==> src/rtl/sq_wave_decoder.sv <==
// Receive-side decoder for the square channel SQ_Out stream: measures high/low run lengths
// and publishes period, duty code, volume and timer value through a one-entry valid/ready slot.
module sq_wave_decoder #(
    parameter int CNT_W   = 16,
    parameter int TIMEOUT = 20000
) (
    input  logic             ACLK,
    input  logic             RES,
    input  logic [3:0]       SQ_In,
    input  logic             EN,
    output logic             M_VALID,
    input  logic             M_READY,
    output logic [CNT_W-1:0] M_PERIOD,
    output logic [CNT_W-1:0] M_HIGH,
    output logic [3:0]       M_VOL,
    output logic             M_VOL_VAR,
    output logic [1:0]       M_DUTY,
    output logic             M_DUTY_OK,
    output logic [10:0]      M_TIMER,
    output logic             M_TIMER_OK,
    output logic             SILENT,
    output logic             OVERRUN
);

    typedef enum logic [1:0] {
        ST_IDLE = 2'd0,
        ST_HIGH = 2'd1,
        ST_LOW  = 2'd2
    } state_t;

    localparam int               PROD_W    = CNT_W + 3;
    localparam logic [CNT_W-1:0] TIMEOUT_C = CNT_W'(TIMEOUT);
    localparam logic [CNT_W-1:0] ONE_C     = CNT_W'(1);
    localparam logic [CNT_W-1:0] ZERO_C    = CNT_W'(0);

    // Returns {ok, code}: code k-index when 8*high equals k*period for k in {1,2,4,6}.
    function automatic logic [2:0] classify_duty(input logic [CNT_W-1:0] high,
                                                 input logic [CNT_W-1:0] period);
        logic [PROD_W-1:0] h8;
        logic [PROD_W-1:0] p1;
        h8 = PROD_W'(high) << 3;
        p1 = PROD_W'(period);
        if (h8 == p1) begin
            classify_duty = 3'b100;
        end else if (h8 == (p1 << 1)) begin
            classify_duty = 3'b101;
        end else if (h8 == (p1 << 2)) begin
            classify_duty = 3'b110;
        end else if (h8 == ((p1 << 2) + (p1 << 1))) begin
            classify_duty = 3'b111;
        end else begin
            classify_duty = 3'b000;
        end
    endfunction

    // Returns {ok, timer}: the period maps onto an 11-bit timer only if it is a multiple of 8 in [8, 16384].
    function automatic logic [11:0] classify_timer(input logic [CNT_W-1:0] period);
        if ((period[2:0] == 3'b000) && (period >= CNT_W'(8)) && (period <= CNT_W'(16384))) begin
            classify_timer = {1'b1, 11'((period >> 3) - ONE_C)};
        end else begin
            classify_timer = 12'd0;
        end
    endfunction

    state_t           state_r;
    state_t           state_nxt_s;
    logic             prev_hi_r;
    logic [CNT_W-1:0] hcnt_r;
    logic [CNT_W-1:0] hcnt_nxt_s;
    logic [CNT_W-1:0] lcnt_r;
    logic [CNT_W-1:0] lcnt_nxt_s;
    logic [3:0]       vol_r;
    logic [3:0]       vol_nxt_s;
    logic             var_r;
    logic             var_nxt_s;
    logic             hi_s;
    logic             rise_s;
    logic             start_s;
    logic             complete_s;
    logic             timeout_s;
    logic [CNT_W-1:0] period_s;
    logic [2:0]       duty_s;
    logic [11:0]      timer_s;

    // Level detection and edge qualification against the previous sample.
    always_comb begin
        hi_s     = |SQ_In;
        rise_s   = hi_s & ~prev_hi_r;
        period_s = hcnt_r + lcnt_r;
        duty_s   = classify_duty(hcnt_r, period_s);
        timer_s  = classify_timer(period_s);
    end

    // Next-state and run-length counter logic.
    always_comb begin
        state_nxt_s = state_r;
        hcnt_nxt_s  = hcnt_r;
        lcnt_nxt_s  = lcnt_r;
        vol_nxt_s   = vol_r;
        var_nxt_s   = var_r;
        start_s     = 1'b0;
        complete_s  = 1'b0;
        timeout_s   = 1'b0;
        if (!EN) begin
            state_nxt_s = ST_IDLE;
            hcnt_nxt_s  = ZERO_C;
            lcnt_nxt_s  = ZERO_C;
        end else begin
            case (state_r)
                ST_IDLE: begin
                    if (rise_s) begin
                        state_nxt_s = ST_HIGH;
                        hcnt_nxt_s  = ONE_C;
                        lcnt_nxt_s  = ZERO_C;
                        vol_nxt_s   = SQ_In;
                        var_nxt_s   = 1'b0;
                        start_s     = 1'b1;
                    end else begin
                        state_nxt_s = ST_IDLE;
                    end
                end
                ST_HIGH: begin
                    if (hcnt_r == TIMEOUT_C) begin
                        state_nxt_s = ST_IDLE;
                        hcnt_nxt_s  = ZERO_C;
                        lcnt_nxt_s  = ZERO_C;
                        timeout_s   = 1'b1;
                    end else if (hi_s) begin
                        hcnt_nxt_s = hcnt_r + ONE_C;
                        if (SQ_In != vol_r) begin
                            var_nxt_s = 1'b1;
                        end else begin
                            var_nxt_s = var_r;
                        end
                    end else begin
                        state_nxt_s = ST_LOW;
                        lcnt_nxt_s  = ONE_C;
                    end
                end
                ST_LOW: begin
                    // A high sample in LOW is always a true rise, so it closes the period.
                    if (lcnt_r == TIMEOUT_C) begin
                        state_nxt_s = ST_IDLE;
                        hcnt_nxt_s  = ZERO_C;
                        lcnt_nxt_s  = ZERO_C;
                        timeout_s   = 1'b1;
                    end else if (hi_s) begin
                        state_nxt_s = ST_HIGH;
                        hcnt_nxt_s  = ONE_C;
                        lcnt_nxt_s  = ZERO_C;
                        vol_nxt_s   = SQ_In;
                        var_nxt_s   = 1'b0;
                        complete_s  = 1'b1;
                    end else begin
                        lcnt_nxt_s = lcnt_r + ONE_C;
                    end
                end
                default: begin
                    state_nxt_s = ST_IDLE;
                    hcnt_nxt_s  = ZERO_C;
                    lcnt_nxt_s  = ZERO_C;
                end
            endcase
        end
    end

    // Measurement state registers.
    always_ff @(posedge ACLK) begin
        if (RES) begin
            state_r   <= ST_IDLE;
            prev_hi_r <= 1'b0;
            hcnt_r    <= ZERO_C;
            lcnt_r    <= ZERO_C;
            vol_r     <= 4'd0;
            var_r     <= 1'b0;
        end else begin
            state_r   <= state_nxt_s;
            prev_hi_r <= hi_s;
            hcnt_r    <= hcnt_nxt_s;
            lcnt_r    <= lcnt_nxt_s;
            vol_r     <= vol_nxt_s;
            var_r     <= var_nxt_s;
        end
    end

    // One-entry result slot with sticky overrun and silence tracking.
    always_ff @(posedge ACLK) begin
        if (RES) begin
            M_VALID    <= 1'b0;
            M_PERIOD   <= ZERO_C;
            M_HIGH     <= ZERO_C;
            M_VOL      <= 4'd0;
            M_VOL_VAR  <= 1'b0;
            M_DUTY     <= 2'd0;
            M_DUTY_OK  <= 1'b0;
            M_TIMER    <= 11'd0;
            M_TIMER_OK <= 1'b0;
            SILENT     <= 1'b1;
            OVERRUN    <= 1'b0;
        end else begin
            if (complete_s && (!M_VALID || M_READY)) begin
                M_VALID    <= 1'b1;
                M_PERIOD   <= period_s;
                M_HIGH     <= hcnt_r;
                M_VOL      <= vol_r;
                M_VOL_VAR  <= var_r;
                M_DUTY     <= duty_s[1:0];
                M_DUTY_OK  <= duty_s[2];
                M_TIMER    <= timer_s[10:0];
                M_TIMER_OK <= timer_s[11];
            end else if (complete_s) begin
                OVERRUN <= 1'b1;
            end else if (M_VALID && M_READY) begin
                M_VALID <= 1'b0;
            end else begin
                M_VALID <= M_VALID;
            end
            if (start_s) begin
                SILENT <= 1'b0;
            end else if (timeout_s) begin
                SILENT <= 1'b1;
            end else begin
                SILENT <= SILENT;
            end
        end
    end

endmodule

==> config.mk <==
export PLATFORM = sky130hd
export DESIGN_NAME = sq_wave_decoder
export DESIGN_NICKNAME = d
export VERILOG_FILES = /design/src/rtl/sq_wave_decoder.sv
export SDC_FILE = /design/constraint.sdc
export NUM_CORES = 1
export LEC_CHECK = 0
export BUFFER_PORTS_ARGS = -buffer_cell sky130_fd_sc_hd__buf_4
export CAP_MARGIN = 0
export CORE_MARGIN = 2
export CORE_UTILIZATION = 40
export CTS_CLUSTER_DIAMETER = 120
export CTS_CLUSTER_SIZE = 24
export DETAILED_ROUTE_END_ITERATION = 8
export PLACE_DENSITY_LB_ADDON = 0.08
export SLEW_MARGIN = 5
export SYNTH_ARGS = -nofsm -noshare
export SYNTH_HDL_FRONTEND = slang
export SYNTH_SLANG_ARGS = --single-unit
==> constraint.sdc <==
create_clock -name ACLK -period 11.72 [get_ports ACLK]
set_clock_uncertainty 0.1 [all_clocks]
set_input_delay 0.586 -clock ACLK [delete_from_list [all_inputs] [get_ports ACLK]]
set_output_delay 0.586 -clock ACLK [all_outputs]
set_load 0.01 [all_outputs]
==> impl_metrics.env, run 1 <==
export IMPL_die_area_um2=18110
export IMPL_cts_resized=0
export IMPL_hold_ws_ns=0.3532
export IMPL_hold_violations=0
export IMPL_synthCells=859
export IMPL_gp_congestion=0.9392
export IMPL_ys_types=79
export IMPL_drt_total_wl_mm=20.03
export IMPL_finalCriticalPeriod_ns=5.795
export IMPL_reg2reg_from="hcnt_r[0]"
export IMPL_core_um2=16640
export IMPL_multi_input_area_um2=4586
export IMPL_dr_pass1_iters=5
export IMPL_critPathMaxFanout=10
export IMPL_rsz0062_at_grt="no"
export IMPL_die_width_um=134.6
export IMPL_root_buffer="clkbuf_16"
export IMPL_start_util=0.4097
export IMPL_slowest_delay_ns=0.61
export IMPL_grt_antenna_before_repair=0
export IMPL_row_count=47
export IMPL_numCtsBuffers=9
export IMPL_outcome="completed"
export IMPL_seq_area_um2=1902
export IMPL_hold_path_class="reg2reg"
export IMPL_yosysTopAreaCell="dfxtp_1"
export IMPL_cts_max_level=3
export IMPL_antenna_left=0
export IMPL_yosysMostFrequentCell="nand2_1"
export IMPL_fin_cells=1124
export IMPL_critPathLaunchType="flop"
export IMPL_cts_hold_buf=0
export IMPL_critPathLaunch="hcnt_r[0]"
export IMPL_yosys_top_cells_count="nand2_1 (111), dfxtp_1 (95), nor2_1 (84)"
export IMPL_ff2ff_path_depth=19
export IMPL_die_height_um=134.6
export IMPL_r2r_slack_ns=5.92
export IMPL_p_leak_nw=3.076
export IMPL_antenna_cells=0
export IMPL_synth_ff_type="dfxtp_1"
export IMPL_cts_tree="yes"
export IMPL_tightest_slew_ns=1.129
export IMPL_drc=0
export IMPL_cpMostUsedCell="o2111ai_1"
export IMPL_vdd_drop_max_mv=0.07520
export IMPL_avgSynthCellArea_um2=7.938
export IMPL_io_buffers=62
export IMPL_dp_cells=1108
export IMPL_clock_latency_ns=0.35
export IMPL_critPathCaptureType="flop"
export IMPL_drive_above_1_share=0.1338
export IMPL_worstPathRequired_ns=11.88
export IMPL_synthesis_area_um2=6819
export IMPL_yosys_warnings=0
export IMPL_final_core_util=0.4659
export IMPL_final_period_utilization=0.4945
export IMPL_power_density_nw_per_um2=85.07
export IMPL_power_mw=0.6596
export IMPL_finalSetupViolCount=0
export IMPL_reg2reg_to="M_DUTY[1]"
export IMPL_crit_chain="ha_1, fa_1, a211oi_2, o21a_4, o211ai_2, and3_4, nor2_1, inv_1, ha_1, a21o_1, a21o_1, a21oi_1, o2111a_1, o2111ai_1, a2111oi_2, o2111ai_1, nor4_2, o2111ai_1, o211ai_1"
export IMPL_crit_buf_inv=1
export IMPL_cts_num_sinks=95
export IMPL_syn_nets=914
export IMPL_grt_pass1_vias=5994
export IMPL_cts_setup_buffers=0
export IMPL_cp_depth=19
export IMPL_maxSlewHeadroom=0.2417
export IMPL_routed_via_density=5.542
export IMPL_grt_use_total=0.2244
export IMPL_cts_buffer_depth=2
export IMPL_final_nets=954
export IMPL_path_delay_family="compound AO/OA/AOI/OAI gates"
export IMPL_synth_seq_area_share=0.2789
export IMPL_dp_hpwl_mm=15.46
export IMPL_fin_tns_setup_ns=0
export IMPL_slowest_stage="nor2_1"
export IMPL_via_count=6229
export IMPL_synth_seq_cells=95
export IMPL_yosys_area_top_type_share=0.2789
export IMPL_syn2layout_area_growth_pct=13.71
export IMPL_synth_area_leaders="dfxtp_1 (28%), xnor2_1 (9.4%), ha_1 (8.3%)"
export IMPL_dr_first_iter_drc_count=352
export IMPL_setup_worst_path_class="reg2reg"
export IMPL_grt_max_degree=54
export IMPL_endpoint="M_DUTY[1]"
export IMPL_crit_arrival_ns=5.96
export IMPL_ios=63
export IMPL_maxCapViolations=0
export IMPL_grt_first_pass_wirelength_mm=32.17
export IMPL_n_fill_cell=1672
export IMPL_drv_slew=0
export IMPL_synth_async_reset_ratio=0
export IMPL_wl_per_cell_um=17.82
export IMPL_grt_overflow_total=0
export IMPL_clkTransAtPathRegs_ns=0.06
export IMPL_synth_edf_count=0
export IMPL_max_freq_mhz=172.5
## metal layers
metal	vias up	global-route usage	wire [µm]
met2	123	0.3861	9727
met3	13	0.03566	735
met5	-	0	0
met1	2994	0.2984	9347
li1	3099	-	-
met4	0	0.04620	221
## report_power, final
group	switching (mW)	internal (mW)
clock network	0.126	0.172
logic	0.0213	0.0133
registers	0.00232	0.325
total	0.150	0.510
## cells by family after synthesis
logic type	Yosys count	share of synthesized area
mux	6	0.009541
buf+inv	82	0.04899
xor+xnor	105	0.1415
fa+ha+maj	47	0.08844
simple gates	322	0.2305
flops	95	0.2789
compound gates	202	0.2022
## layout make-up
| type | instances | area share |
|---|---|---|
| clock buffer | 10 | 0.03082 |
| clock inverter | 6 | 0.008391 |
| inverter | 39 | 0.01888 |
| multi-input combinational | 682 | 0.5914 |
| sequential | 95 | 0.2453 |
| tap | 220 | 0.03550 |
| timing repair buffer | 72 | 0.06971 |
## layout by cell type (no fill, tap or decap), types with 5 or more instances in the layout
master | synthesis | layout
nand2_1 | 111 | 111
dfxtp_1 | 95 | 95
nor2_1 | 84 | 83
xnor2_1 | 73 | 73
a21oi_1 | 72 | 72
buf_4 | 0 | 72
ha_1 | 45 | 45
inv_1 | 37 | 37
o21ai_0 | 33 | 33
xor2_1 | 29 | 29
nand3_1 | 19 | 19
nand4_1 | 15 | 15
nor3_1 | 13 | 13
a211oi_1 | 12 | 12
nor4_1 | 11 | 11
or3_1 | 10 | 10
clkbuf_16 | 0 | 9
a21o_1 | 8 | 8
o211ai_1 | 8 | 8
a31oi_1 | 8 | 8
and3_1 | 8 | 8
nor2b_1 | 8 | 8
o21a_1 | 7 | 7
and2_1 | 6 | 6
and4_1 | 5 | 5
or2_2 | 5 | 5
nand2b_1 | 5 | 5
## stage by stage
| step | worst slack, ns | area, µm² |
|---|---|---|
| 3_5_place_dp | 5.934 | 7450 |
| 2_1_floorplan | 6.896 | 6819 |
| 5_1_grt | 5.523 | 7754 |
| 3_3_place_gp | 6.208 | 7450 |
| 4_1_cts | 5.901 | 7754 |
| 6_report | 5.925 | 7754 |
## how the worst min path moves through the flow
stage | start | end | slack, ns | depth (start not counted)
global route | M_PERIOD[3] | M_PERIOD[3] | 0.37 | 2
global placement | M_TIMER[1] | M_TIMER[1] | 0.34 | 2
detailed placement | M_TIMER[10] | M_TIMER[10] | 0.35 | 2
finish | M_TIMER[10] | M_TIMER[10] | 0.35 | 2
CTS | M_HIGH[14] | M_HIGH[14] | 0.36 | 2
floorplan | var_r | M_VOL_VAR | 0.33 | 2
## state kept, by name, indices dropped and copies added (netlist names)
| signal | flops |
|---|---|
| prev_hi_r | 1 |
| M_TIMER | 11 |
| M_TIMER_OK | 1 |
| M_VOL | 4 |
| vol_r | 4 |
| M_HIGH | 16 |
| M_VOL_VAR | 1 |
| var_r | 1 |
| hcnt_r | 16 |
| lcnt_r | 16 |
| M_PERIOD | 16 |
| SILENT | 1 |
| OVERRUN | 1 |
| M_VALID | 1 |
| M_DUTY | 2 |
| state_r | 2 |
| M_DUTY_OK | 1 |
## worst min-delay path: stages (launching register included)
cell and delay, ns:
dfxtp_1 0.32, nand2_1 0.05, o21ai_0 0.05
Note: power is estimated with default switching activity, not from simulation.
==> run 2: changes to the inputs <==
==> constraint.sdc (replaced) <==
create_clock -name ACLK -period 5.7 [get_ports ACLK]
set_clock_uncertainty 0.1 [all_clocks]
set_input_delay 0.285 -clock ACLK [delete_from_list [all_inputs] [get_ports ACLK]]
set_output_delay 0.285 -clock ACLK [all_outputs]
set_load 0.01 [all_outputs]
==> run 2 against run 1 <==
  * Non-clock buffer count grew 15
  * Highest routed layer unchanged
  * Sequential share of layout area shrank 0.30 points
  * Sequential power grew 110%
  * Cell count grew 1.2%
  * Setup slack lost 5.5 ns
  * Clock power grew 95%
  * Die area is the same
  * Critical endpoint is now M_DUTY_OK
  * Flip-flop and latch count is the same
==> impl_metrics.env, run 2 (same netlist as run 1, synthesis figures left out) <==
export IMPL_grt_max_degree=54
export IMPL_critPathCaptureType="flop"
export IMPL_outcome="completed"
export IMPL_final_area_um2=7850
export IMPL_p_leak_nw=3.150
export IMPL_die_width_um=134.6
export IMPL_power_density_nw_per_um2=169.0
export IMPL_root_buffer="clkbuf_16"
export IMPL_numCtsBuffers=9
export IMPL_antenna_cells=0
export IMPL_grt_pass1_vias=5955
export IMPL_crit_arrival_ns=5.41
export IMPL_hold_path_class="in2reg"
export IMPL_power_mw=1.326
export IMPL_ios=63
export IMPL_wl_per_cell_um=18.24
export IMPL_start_util=0.4097
export IMPL_cts_setup_buffers=0
export IMPL_vdd_drop_max_mv=0.1301
export IMPL_cts_buffer_depth=2
export IMPL_clock_latency_ns=0.35
export IMPL_via_count=6257
export IMPL_critPathLaunchType="flop"
export IMPL_fin_tns_setup_ns=0
export IMPL_final_common_cell="nand2_1"
export IMPL_placedInstanceArea_um2=7562
export IMPL_syn2layout_area_growth_pct=15.12
export IMPL_dp_cells=1123
export IMPL_core_um2=16640
export IMPL_maxCapViolations=0
export IMPL_clkTransAtPathRegs_ns=0.07
export IMPL_antenna_left=0
export IMPL_cts_max_level=3
export IMPL_drc=0
export IMPL_setup_worst_path_class="reg2reg"
export IMPL_grt_first_pass_wirelength_mm=33.08
export IMPL_gp_congestion=0.9747
export IMPL_die_height_um=134.6
export IMPL_final_period_utilization=0.9169
export IMPL_grt_antenna_before_repair=0
export IMPL_maxSlewHeadroom=0.5758
export IMPL_post_place_ws_ns=0.3499
export IMPL_dp_hpwl_mm=16.20
export IMPL_io_buffers=62
export IMPL_grtUsageMet1=0.3222
export IMPL_final_nets=969
export IMPL_drt_total_wl_mm=20.76
export IMPL_grt_overflow_total=0
export IMPL_dr_pass1_iters=5
export IMPL_cts_num_sinks=95
export IMPL_worst_slack_ns=0.4737
export IMPL_grt_use_met3=0.03266
export IMPL_die_area_um2=18110
export IMPL_max_freq_mhz=191.3
export IMPL_finalCriticalPeriod_ns=5.226
export IMPL_finalSetupViolCount=0
export IMPL_drive_above_1_share=0.1492
export IMPL_n_fill_cell=1688
export IMPL_busiest_layer="met2"
export IMPL_cts_tree="yes"
export IMPL_worstPathRequired_ns=5.88
export IMPL_critPathMaxFanout=7
export IMPL_routed_via_density=5.498
export IMPL_fin_cells=1138
export IMPL_dr_first_iter_drc_count=322
export IMPL_hold_violations=0
export IMPL_rsz0062_at_grt="no"
export IMPL_grt_use_total=0.2339
export IMPL_met2_usage=0.3841
export IMPL_tightest_slew_ns=0.6356
export IMPL_layout_common_cells="nand2_1 (111), dfxtp_1 (95), buf_4 (87), nor2_1 (83)"
export IMPL_row_count=47
export IMPL_drv_slew=0
## run 2: cell count changes in the layout (fill, tap and decap cells not counted), sizes merged
| cell | delta |
|---|---|
| buf | +15 |
| bufinv | -1 |
| clkinv | -3 |
| clkinvlp | +1 |
| inv | +2 |
## run 2: layout make-up
class	count	area [µm²]	area share
multi-input combinational	682	4593	0.5851
sequential	95	1902	0.2423
timing repair buffer	87	653.1	0.08320
tap	220	275.3	0.03507
clock buffer	10	239.0	0.03044
inverter	39	146.4	0.01865
clock inverter	5	41.29	0.005260
## run 2: critical path, cell delays in order (launching register included)
cell and delay, ns:
dfxtp_1 0.36, ha_1 0.27, fa_1 0.45, a211oi_2 0.37, o21a_4 0.25, o211ai_2 0.14, a31o_2 0.27, a21oi_1 0.25
xnor2_2 0.23, ha_1 0.41, xnor2_1 0.20, a211oi_1 0.24, o2111a_1 0.22, o2111ai_1 0.14, a2111oi_2 0.36, o2111ai_1 0.17
nor4_2 0.40, o21ai_1 0.13, a31oi_1 0.17
## run 2: final timing paths
check / from / to / slack, ns / cells after the start
min: SQ_In[1] / vol_r[1] / 0.10 / 3
max reg2reg: lcnt_r[0] / M_DUTY_OK / 0.47 / 18
min reg2reg: M_PERIOD[6] / M_PERIOD[6] / 0.35 / 2
max: lcnt_r[0] / M_DUTY_OK / 0.47 / 18
## run 2: power breakdown
group / total, mW / internal (mW) / switching, mW
Combinational: 0.0733 / 0.0281 / 0.0452
Sequential: 0.671 / 0.668 / 0.00325
Clock: 0.582 / 0.310 / 0.272
## run 2: per-stage QoR
step / hold WS, ns / util
floorplan: 0.3313 / -
global placement: 0.3394 / 0.4544
detailed placement: 0.3431 / 0.4544
CTS: 0.09863 / 0.4712
global route: 0.1260 / 0.4717
finish: 0.1025 / 0.4717
## run 2: routing by layer
layer | wire [µm] | up-vias
met5 | 0 | -
met4 | 372 | 0
met3 | 853 | 20
met2 | 9905 | 139
met1 | 9627 | 2975
li1 | - | 3123
## run 2: timing repair
item                       CTS  global route
resized for setup            0             2
hold buffers                 0             0
setup endpoints to repair    0             3
